$ cat config.mk
export PLATFORM = sky130hd
export DESIGN_NAME = if_prefetch_queue_flat
export DESIGN_NICKNAME = d
export VERILOG_FILES = /design/src/rtl/if_prefetch_queue_pkg.sv /design/src/rtl/if_prefetch_queue_if.sv /design/src/rtl/if_prefetch_queue_fetch_fifo.sv /design/src/rtl/if_prefetch_queue.sv /design/src/flat_wrapper.sv
export SDC_FILE = /design/constraint.sdc
export NUM_CORES = 1
export LEC_CHECK = 0
export CAP_MARGIN = 20
export CORE_ASPECT_RATIO = 1.75
export CORE_MARGIN = 2
export CORE_UTILIZATION = 30
export DETAILED_ROUTE_END_ITERATION = 16
export SYNTH_ARGS = -nofsm -noshare
export SYNTH_HDL_FRONTEND = slang
export SYNTH_SLANG_ARGS = --single-unit
$ cat constraint.sdc
create_clock -name clk -period 3.5 [get_ports clk]
set_clock_uncertainty 0.1 [all_clocks]
set_input_delay 0.7 -clock clk [delete_from_list [all_inputs] [get_ports clk]]
set_output_delay 0.7 -clock clk [all_outputs]
set_load 0.02 [all_outputs]
$ cat src/rtl/if_prefetch_queue_pkg.sv
// Shared types for the fetch-stage prefetch queue: FSM encoding, queue entry layout, PC step helper.
package if_prefetch_queue_pkg;

  localparam int          INSTR_W = 32;
  localparam int          PC_W    = 32;
  localparam logic [31:0] PC_STEP = 32'd4;

  typedef enum logic [1:0] {
    ST_FETCH = 2'd0,
    ST_WAIT  = 2'd1,
    ST_DRAIN = 2'd2
  } fetch_state_e;

  typedef struct packed {
    logic [PC_W-1:0]    pc_incr;
    logic [INSTR_W-1:0] instr;
  } fetch_entry_t;

  function automatic logic [PC_W-1:0] pc_next(input logic [PC_W-1:0] pc);
    return pc + PC_STEP;
  endfunction

endpackage

$ cat src/rtl/if_prefetch_queue_if.sv
// Fetch-side bundle: ID redirect, instruction-memory req/ack/rvalid channel, and queue head toward IF/ID.
interface if_prefetch_queue_if;
  import if_prefetch_queue_pkg::*;

  logic               redirect_valid;
  logic [PC_W-1:0]    redirect_pc;

  logic               imem_req;
  logic [PC_W-1:0]    imem_addr;
  logic               imem_ack;
  logic               imem_rvalid;
  logic [INSTR_W-1:0] imem_rdata;

  logic               out_valid;
  logic [INSTR_W-1:0] out_instr;
  logic [PC_W-1:0]    out_pc_incr;
  logic               out_ready;

  modport master (
    input  redirect_valid, redirect_pc,
    output imem_req, imem_addr,
    input  imem_ack, imem_rvalid, imem_rdata,
    output out_valid, out_instr, out_pc_incr,
    input  out_ready
  );

  modport slave (
    output redirect_valid, redirect_pc,
    input  imem_req, imem_addr,
    output imem_ack, imem_rvalid, imem_rdata,
    input  out_valid, out_instr, out_pc_incr,
    output out_ready
  );

endinterface

$ cat src/rtl/if_prefetch_queue_fetch_fifo.sv
// Synchronous DEPTH-entry FIFO with flush; head is visible combinationally from rd_ptr.
// Push lands next cycle; push+pop together keep count; caller must not push when full or pop when empty.
module fetch_fifo #(
  parameter int DEPTH = 4,
  parameter int W     = 64
) (
  input  logic                       clk,
  input  logic                       rst,
  input  logic                       push,
  input  logic [W-1:0]               push_dat,
  input  logic                       pop,
  input  logic                       flush,
  output logic [W-1:0]               head_dat,
  output logic [$clog2(DEPTH):0]     count
);

  localparam int PTR_W = $clog2(DEPTH);

  logic [W-1:0]     mem [DEPTH];
  logic [PTR_W-1:0] rd_ptr;
  logic [PTR_W-1:0] wr_ptr;

  // DEPTH is a power of two, so pointers wrap by plain overflow.
  always_ff @(posedge clk) begin
    if (rst || flush) begin
      rd_ptr <= '0;
      wr_ptr <= '0;
      count  <= '0;
    end else begin
      if (push) wr_ptr <= wr_ptr + 1'b1;
      if (pop)  rd_ptr <= rd_ptr + 1'b1;
      if (push && !pop)      count <= count + 1'b1;
      else if (pop && !push) count <= count - 1'b1;
    end
  end

  always_ff @(posedge clk) begin
    if (push) mem[wr_ptr] <= push_dat;
  end

  assign head_dat = mem[rd_ptr];

endmodule

$ cat src/rtl/if_prefetch_queue.sv
// IF front end: owns fetch PC, issues one imem request at a time, queues {pc+4, instr} for IF/ID.
// ack@n -> rvalid>=n+1 -> out_valid n+2; requests stall when queue+in-flight would exceed DEPTH.
module if_prefetch_queue
  import if_prefetch_queue_pkg::*;
#(
  parameter int              DEPTH    = 4,
  parameter logic [PC_W-1:0] RESET_PC = 32'h0
) (
  input  logic                  clk,
  input  logic                  rst,
  if_prefetch_queue_if.master   bus
);

  localparam int                CNT_W   = $clog2(DEPTH) + 1;
  localparam logic [CNT_W-1:0]  DEPTH_C = CNT_W'(DEPTH);

  fetch_state_e     state;
  fetch_state_e     state_nxt;
  logic [PC_W-1:0]  fetch_pc;
  logic [PC_W-1:0]  fetch_pc_nxt;

  logic             req;
  logic             push;
  logic             pop;
  logic             flush;
  logic             empty;
  logic             full;
  logic             head_vld;
  logic [CNT_W-1:0] count;
  fetch_entry_t     head;
  fetch_entry_t     push_entry;

  assign empty = (count == '0);
  assign full  = (count == DEPTH_C);
  assign flush = bus.redirect_valid;

  always_ff @(posedge clk) begin
    if (rst) begin
      state    <= ST_FETCH;
      fetch_pc <= RESET_PC;
    end else begin
      state    <= state_nxt;
      fetch_pc <= fetch_pc_nxt;
    end
  end

  // In WAIT, fetch_pc has already advanced past the outstanding request, so it is that request's PC+4.
  always_comb begin
    state_nxt    = state;
    fetch_pc_nxt = fetch_pc;
    push         = 1'b0;
    req          = (state == ST_FETCH) && !full && !rst;

    unique case (state)
      ST_FETCH: begin
        if (req && bus.imem_ack) begin
          fetch_pc_nxt = pc_next(fetch_pc);
          state_nxt    = bus.redirect_valid ? ST_DRAIN : ST_WAIT;
        end
      end
      ST_WAIT: begin
        if (bus.imem_rvalid) begin
          push      = !bus.redirect_valid;
          state_nxt = ST_FETCH;
        end else if (bus.redirect_valid) begin
          state_nxt = ST_DRAIN;
        end
      end
      ST_DRAIN: begin
        if (bus.imem_rvalid) state_nxt = ST_FETCH;
      end
      default: state_nxt = ST_FETCH;
    endcase

    if (bus.redirect_valid) fetch_pc_nxt = bus.redirect_pc;
  end

  assign push_entry.pc_incr = fetch_pc;
  assign push_entry.instr   = bus.imem_rdata;

  // A redirect hides the head for the cycle so IF/ID cannot consume an entry being flushed.
  assign head_vld = !empty && !bus.redirect_valid && !rst;
  assign pop      = head_vld && bus.out_ready;

  fetch_fifo #(
    .DEPTH (DEPTH),
    .W     ($bits(fetch_entry_t))
  ) u_fifo (
    .clk      (clk),
    .rst      (rst),
    .push     (push),
    .push_dat (push_entry),
    .pop      (pop),
    .flush    (flush),
    .head_dat (head),
    .count    (count)
  );

  assign bus.imem_req    = req;
  assign bus.imem_addr   = fetch_pc;
  assign bus.out_valid   = head_vld;
  assign bus.out_instr   = empty ? '0 : head.instr;
  assign bus.out_pc_incr = empty ? '0 : head.pc_incr;

endmodule

$ cat src/flat_wrapper.sv
// flat-port wrapper written by rule: the top's interface ports become plain ports
module if_prefetch_queue_flat import if_prefetch_queue_pkg::*;
#(
  parameter int              DEPTH    = 4,
  parameter logic [PC_W-1:0] RESET_PC = 32'h0
)
  (clk, rst, bus_redirect_valid, bus_redirect_pc, bus_imem_req, bus_imem_addr, bus_imem_ack, bus_imem_rvalid, bus_imem_rdata, bus_out_valid, bus_out_instr, bus_out_pc_incr, bus_out_ready);
  if_prefetch_queue_if bus_i ();
  input  logic clk;
  input  logic rst;
  input wire logic [$bits(bus_i.redirect_valid)-1:0] bus_redirect_valid;
  input wire logic [$bits(bus_i.redirect_pc)-1:0] bus_redirect_pc;
  output wire logic [$bits(bus_i.imem_req)-1:0] bus_imem_req;
  output wire logic [$bits(bus_i.imem_addr)-1:0] bus_imem_addr;
  input wire logic [$bits(bus_i.imem_ack)-1:0] bus_imem_ack;
  input wire logic [$bits(bus_i.imem_rvalid)-1:0] bus_imem_rvalid;
  input wire logic [$bits(bus_i.imem_rdata)-1:0] bus_imem_rdata;
  output wire logic [$bits(bus_i.out_valid)-1:0] bus_out_valid;
  output wire logic [$bits(bus_i.out_instr)-1:0] bus_out_instr;
  output wire logic [$bits(bus_i.out_pc_incr)-1:0] bus_out_pc_incr;
  input wire logic [$bits(bus_i.out_ready)-1:0] bus_out_ready;
  assign bus_i.redirect_valid = bus_redirect_valid;
  assign bus_i.redirect_pc = bus_redirect_pc;
  assign bus_imem_req = bus_i.imem_req;
  assign bus_imem_addr = bus_i.imem_addr;
  assign bus_i.imem_ack = bus_imem_ack;
  assign bus_i.imem_rvalid = bus_imem_rvalid;
  assign bus_i.imem_rdata = bus_imem_rdata;
  assign bus_out_valid = bus_i.out_valid;
  assign bus_out_instr = bus_i.out_instr;
  assign bus_out_pc_incr = bus_i.out_pc_incr;
  assign bus_i.out_ready = bus_out_ready;
  if_prefetch_queue #(.DEPTH(DEPTH), .RESET_PC(RESET_PC)) u_core (.clk(clk), .rst(rst), .bus(bus_i));
endmodule
== Yosys cells after proc, flatten, opt, wreduce, memory -nomap -nowiden ==
Memory sizes are Yosys's and may differ from the RTL's. A register that Yosys moved wholly into a read port is not among the register bits.
Index checks and enable logic that the tools add are counted.

* Div/mod/pow operators: 0
* Add/subtract/negate cells: 5
* Multiplexer cells: 19
* Magnitude comparators: 0
* Bitwise operators: 0
* Reductions and logical operators: 22
* Multipliers: 0
* Eq/ne operators: 6
* Shift operators: 0

{| class="wikitable"
|+ Operators by type and width
! operator !! number
|-
| 32-bit 2-to-1 mux || 5
|-
| 32-bit by 3-bit adder with 32-bit output, second input constant || 1
|-
| 2-bit 2-to-1 mux || 7
|-
| 1-bit logical AND || 8
|-
| 1-bit logical NOT || 6
|-
| 3-bit 2-to-1 mux || 2
|-
| 2-bit one-hot mux with 3 select lines || 1
|-
| 2-bit nonzero test || 3
|-
| 2-bit by 1-bit adder with 2-bit output, second input constant || 2
|-
| 1-bit 2-to-1 mux || 4
|-
| 2-bit inequality test, second input constant || 2
|-
| 3-bit by 1-bit adder with 3-bit output, second input constant || 1
|-
| 3-bit == test, second input constant || 1
|-
| 3-bit logical NOT || 1
|-
| 3-bit inequality test, second input constant || 1
|-
| 3-bit AND reduction || 1
|-
| 3-bit by 1-bit subtractor with 3-bit output, second input constant || 1
|-
| 2-bit by 1-bit == test with 1-bit output, second input constant || 1
|-
| 2-bit == test, second input constant || 1
|-
| 2-bit logical NOT || 1
|-
| 2-bit AND reduction || 1
|-
| 1-bit logical OR || 1
|}

* Output and inout port bits: 98
* Bits in latches: 0
* ROM bits: 0
* Bits of input ports: 70
* Memories kept: 1
* Bits in writable memories: 256
* Word-level logic and storage cells: 58
* Flip-flop bits (word level): 41

{| class="wikitable"
|+ Memory list
! name !! words !! width !! read ports !! clocked after memory_dff !! write ports !! line !! source
|-
| u_core.u_fifo.mem || 4 || 64 || 1 || 1 || 1 || if_prefetch_queue_fetch_fifo.sv:19 || <nowiki>logic [W-1:0] mem [DEPTH];</nowiki>
|}

== Longest topological paths before layout ==
* Depth in word-level cells: 8
* Mapped depth: 10
* Depth with buffers taken out: 9

== Hierarchy ==
From an unflattened synthesis, not the netlist that was laid out.

* Cell total of the unflattened synthesis: 702
* Area total of the unflattened synthesis: 12223.0 um2

{| class="wikitable"
|+ Modules (own cells, without submodules)
! module !! instances !! area each (um2) !! sequential area each (um2) !! cells each
|-
| fetch_fifo || 1 || 9733.1 || 7867.5 || 377
|-
| if_prefetch_queue || 1 || 2489.9 || 680.7 || 325
|}

== Least setup slack after synthesis ==
No wires, ideal clock.

* Path kind: input -> register
* Start: in bus_redirect_valid
* End: mem u_core.u_fifo.mem[0][0] (enable)
* Path slack: 0.339 ns
* Cell stages on the path: 3
* Path buffers: 1
* Arrival time: 2.632 ns
* Data required time: 2.971 ns
* Library setup time: 0.429 ns
* Cells stage by stage: clkbuf_1 nor2_1 and2_1

* Longest elaborated chain between the ends: 5

{| class="wikitable"
|+ Ends and longest elaborated chain
! element !! line !! source
|-
| start, declared || flat_wrapper.sv:11 || <nowiki>input wire logic [$bits(bus_i.redirect_valid)-1:0] bus_redirect_valid;</nowiki>
|-
| 1-bit logical NOT || if_prefetch_queue.sv:63 || <nowiki>push = !bus.redirect_valid;</nowiki>
|-
| 1-bit 2-to-1 mux || if_prefetch_queue.sv:62 || <nowiki>if (bus.imem_rvalid) begin</nowiki>
|-
| 1-bit 2-to-1 mux || if_prefetch_queue.sv:54 || <nowiki>unique case (state)</nowiki>
|-
| via u_core.push || if_prefetch_queue.sv:23 || <nowiki>logic push;</nowiki>
|-
| 1-bit 2-to-1 mux || if_prefetch_queue_fetch_fifo.sv:38 || <nowiki>if (push) mem[wr_ptr] <= push_dat;</nowiki>
|-
| 1-bit 2-to-1 mux (implied by the code) || if_prefetch_queue_fetch_fifo.sv:38 ||
|-
| end, declared || if_prefetch_queue_fetch_fifo.sv:19 ||
|}

The timed path passes the listed nets, and every way through them passes these cells.

==> flow_metrics.tcl <==
set metrics [dict create \
    synth_edf_count 256 \
    hold_viol 0 \
    worstPathRequired_ns 2.70 \
    setup_tns_ns 0 \
    grt_pass1_wl_um 43900 \
    clockRootBuffer "clkbuf_16" \
    power_switching_mw 1.53 \
    critPathMaxFanout 42 \
    grt.busiest_layer "met2" \
    synth_ff_type "edfxtp_1" \
    async_reset_ff_frac 0 \
    start_kind "flop" \
    power_per_cell_area_nw_per_um2 478 \
    synth_area_leaders "edfxtp_1 63%, mux4_2 12%, dfxtp_1 7.1%" \
    post_drt_wl_per_cell_um 20.7 \
    power_mw 7.39 \
    crit_type "reg -> out" \
    cpPeakStageDelay_ns 0.55 \
    worstRegToRegCells 10 \
    yosysTopAreaCell "edfxtp_1" \
    cts.clk_slew.worst_paths_ns 0.07 \
    ctsHoldBuffers 0 \
    period_share 0.958 \
    yosys.area.top_type_share 0.633 \
    ios 168 \
    whs_path_depth 2 \
    gr-usage-met2 0.265 \
    cts_buffers 27 \
    post-place-ws_ns 0.309 \
    multi_input_area_um2 3400 \
    gp_congestion 0.796 \
    rsz0062_at_grt "false" \
    ant_nets 0 \
    setup_ws_ns 0.146 \
    viasPerCell 4.84 \
    regArea_um2 8560 \
    hold_path_class "reg -> reg" \
    netlist_instances 705 \
    gr-total-overflow 0 \
    die_h_um 270 \
    htree_levels 1 \
    final_area_um2 15500 \
    dr.pass1.iters 4 \
    slew_headroom 0.301 \
    drive_above_1_share 0.161 \
    p_int_mw 5.86 \
    clk_path_buf_depth 3 \
    core_area_um2 39900 \
    p_seq_frac 0.535 \
    die_x_um 156 \
    fin_crit_ns 3.35 \
    placed_area_um2 14500 \
    antenna_cells 0 \
    drt-total-wl_um 28900 \
    cts_tree "done" \
    vias 6759 \
    ctsResizeCount 0 \
    final_util 0.387 \
    tightest_slew_ns 1.05 \
    r2r_start "u_core.u_fifo.count[0]" \
    fmax_ghz 0.298 \
    area_growth_pct 27.4 \
    initial_utilization 0.304 \
    p_clk_frac 0.420 \
    syn_area_um2 12100 \
    path_cells "buf_16 > mux4_2 > and2_1 > clkdlybuf4s50_1" \
    cp_top_family "buffers and inverters" \
    cts_sinks 299 \
    status "finished clean" \
    fin_nets 959 \
    slowest_stage "mux4_2" \
    drc 0 \
    yosysWarningCount 0 \
    min_to "u_core.u_fifo.count[2]" \
    synthesis.nets 782 \
    grt_util_all_layers 0.138 \
    r2r_setup_slack_ns 0.73 \
    rows 97 \
    crit_buf_inv 2 \
    ir_drop_v 0.000238 \
    num-fill-cells 3690 \
    synth_area_per_cell_um2 17.2 \
    grt_pass1_vias 7213 \
    ys_ff_latch 299 \
    io_buffers 167 \
    yosysSeqAreaShare 0.704 \
    maxCapViolCount 0 \
    rr_endpoint "u_core.u_fifo.count[2]" \
    yosysUniqueCellTypes 54 \
    drv_slew 0 \
    antenna_found_initial 0 \
    setup_viol 0 \
    cts_setup_buffers 0 \
    hp-start "u_core.u_fifo.count[2]" \
    insertion_delay_ns 0.54 \
    drtIter0Drc 302 \
    use_met3 0.0167 \
    swShare 0.207 \
    p_leak_nw 4.88 \
    dp.final_hpwl_um 18300 \
    cp-end-kind "output port" \
    combPwrFrac 0.045 \
    grtUsageMet1 0.156 \
    critPathArrivalTime_ns 2.55 \
    grt_max_degree 68 \
    dieArea_um2 42100 \
]
## power groups by stage
| stage | sequential (mW) | clock [mW] | combinational (mW) |
|---|---|---|---|
| 5_1_grt | 3.96 | 3.32 | 0.357 |
| 3_5_place_dp | 4.03 | 0 | 0.336 |
| 3_3_place_gp | 4.03 | 0 | 0.333 |
| 2_1_floorplan | 4.04 | 0 | 0.108 |
| 4_1_cts | 3.96 | 3.20 | 0.338 |
| 6_report | 3.96 | 3.10 | 0.332 |
## cell type report
cell class                 count  share of cell area
multi-input combinational    361               0.220
tap                          495              0.0400
sequential                   299               0.553
inverter                       7             0.00170
timing repair buffer         186               0.125
clock buffer                  29              0.0442
clock inverter                20              0.0159
## metrics by stage
step,hold slack (ns),instances
after global routing,0.451,1397
after global placement,0.407,1348
after CTS,0.412,1397
after detailed placement,0.399,1348
after floorplan,0.369,705
final,0.416,1397
## per-layer routing
metal,vias to the layer above,part of all wire
li1,3124,-
met1,3448,0.38
met2,149,0.56
met3,38,0.037
met4,0,0.026
met5,-,0
## flip-flops by register name, indices dropped and copies added, names as in the netlist, named ones only
name,count
u_core.bus.imem_addr,32
u_core.state,2
u_core.u_fifo.count,3
u_core.u_fifo.mem,256
u_core.u_fifo.rd_ptr,2
u_core.u_fifo.wr_ptr,2
## synth_stat cells (3+ instances only)
master and n:
edfxtp_1 256, and2_1 69, mux4_2 64, dfxtp_1 43
clkbuf_1 25, nor2_1 23, nand2_1 18, nand3_1 18
a21oi_1 15, xnor2_1 14, nand4_1 13, nor2b_1 13
o21ai_0 13, nor3_1 9, a22oi_1 8, buf_2 8
mux2i_1 8, o22ai_1 8, xor2_1 8, inv_1 7
and4_1 6, ha_1 6, and3_1 4, nor4_1 4
or3_1 4, a31oi_1 3
## layout by cell type, fill, tap and decap left out, types with 7 or more instances in the layout
| master | count |
|---|---|
| nor3_1 | 9 |
| nand4_1 | 13 |
| nor2b_1 | 13 |
| edfxtp_1 | 256 |
| inv_1 | 7 |
| a21oi_1 | 15 |
| buf_4 | 10 |
| and2_1 | 65 |
| o21ai_0 | 13 |
| a22oi_1 | 8 |
| mux4_2 | 64 |
| o22ai_1 | 8 |
| xnor2_1 | 14 |
| nand3_1 | 18 |
| clkdlybuf4s50_1 | 167 |
| nand2_1 | 18 |
| nor2_1 | 23 |
| mux2i_1 | 8 |
| dfxtp_1 | 41 |
| xor2_1 | 8 |
| buf_12 | 8 |
| clkbuf_16 | 27 |
## worst reg2reg max path, stage by stage, from the launching register on
cell and delay (ns):
dfxtp_1 0.37, or3_2 0.52, buf_12 0.23, nand2_1 0.14, or2_2 0.12, ha_1 0.18
inv_1 0.06, fa_1 0.38, xor2_1 0.16, or3_1 0.31, a21oi_1 0.14
## logic make-up (layout without fill, tap and decap cells)
logic type                 Yosys count  after routing  share of synthesized area
muxes                               72             72                      0.125
adders and majority gates            7              7                    0.00783
buffers and inverters               45            242                     0.0163
xor gates and xnor gates            22             22                     0.0159
DFF                                299            299                      0.704
AOI/OAI and AO/OA                   59             59                     0.0304
and+or+nand+nor                    201            201                     0.0999
## how the worst max path moves through the flow
stage	end	slack, ns	cells past startpoint
floorplan	u_core.u_fifo.mem[0][0]	0.34	3
global placement	u_core.u_fifo.mem[0][9]	0.33	4
detailed placement	u_core.u_fifo.mem[0][14]	0.31	4
CTS	bus_out_pc_incr[22]	0.05	4
global route	bus_out_pc_incr[20]	0.02	4
finish	bus_out_pc_incr[27]	0.15	4
No activity file was read; power rests on OpenSTA's default activity.
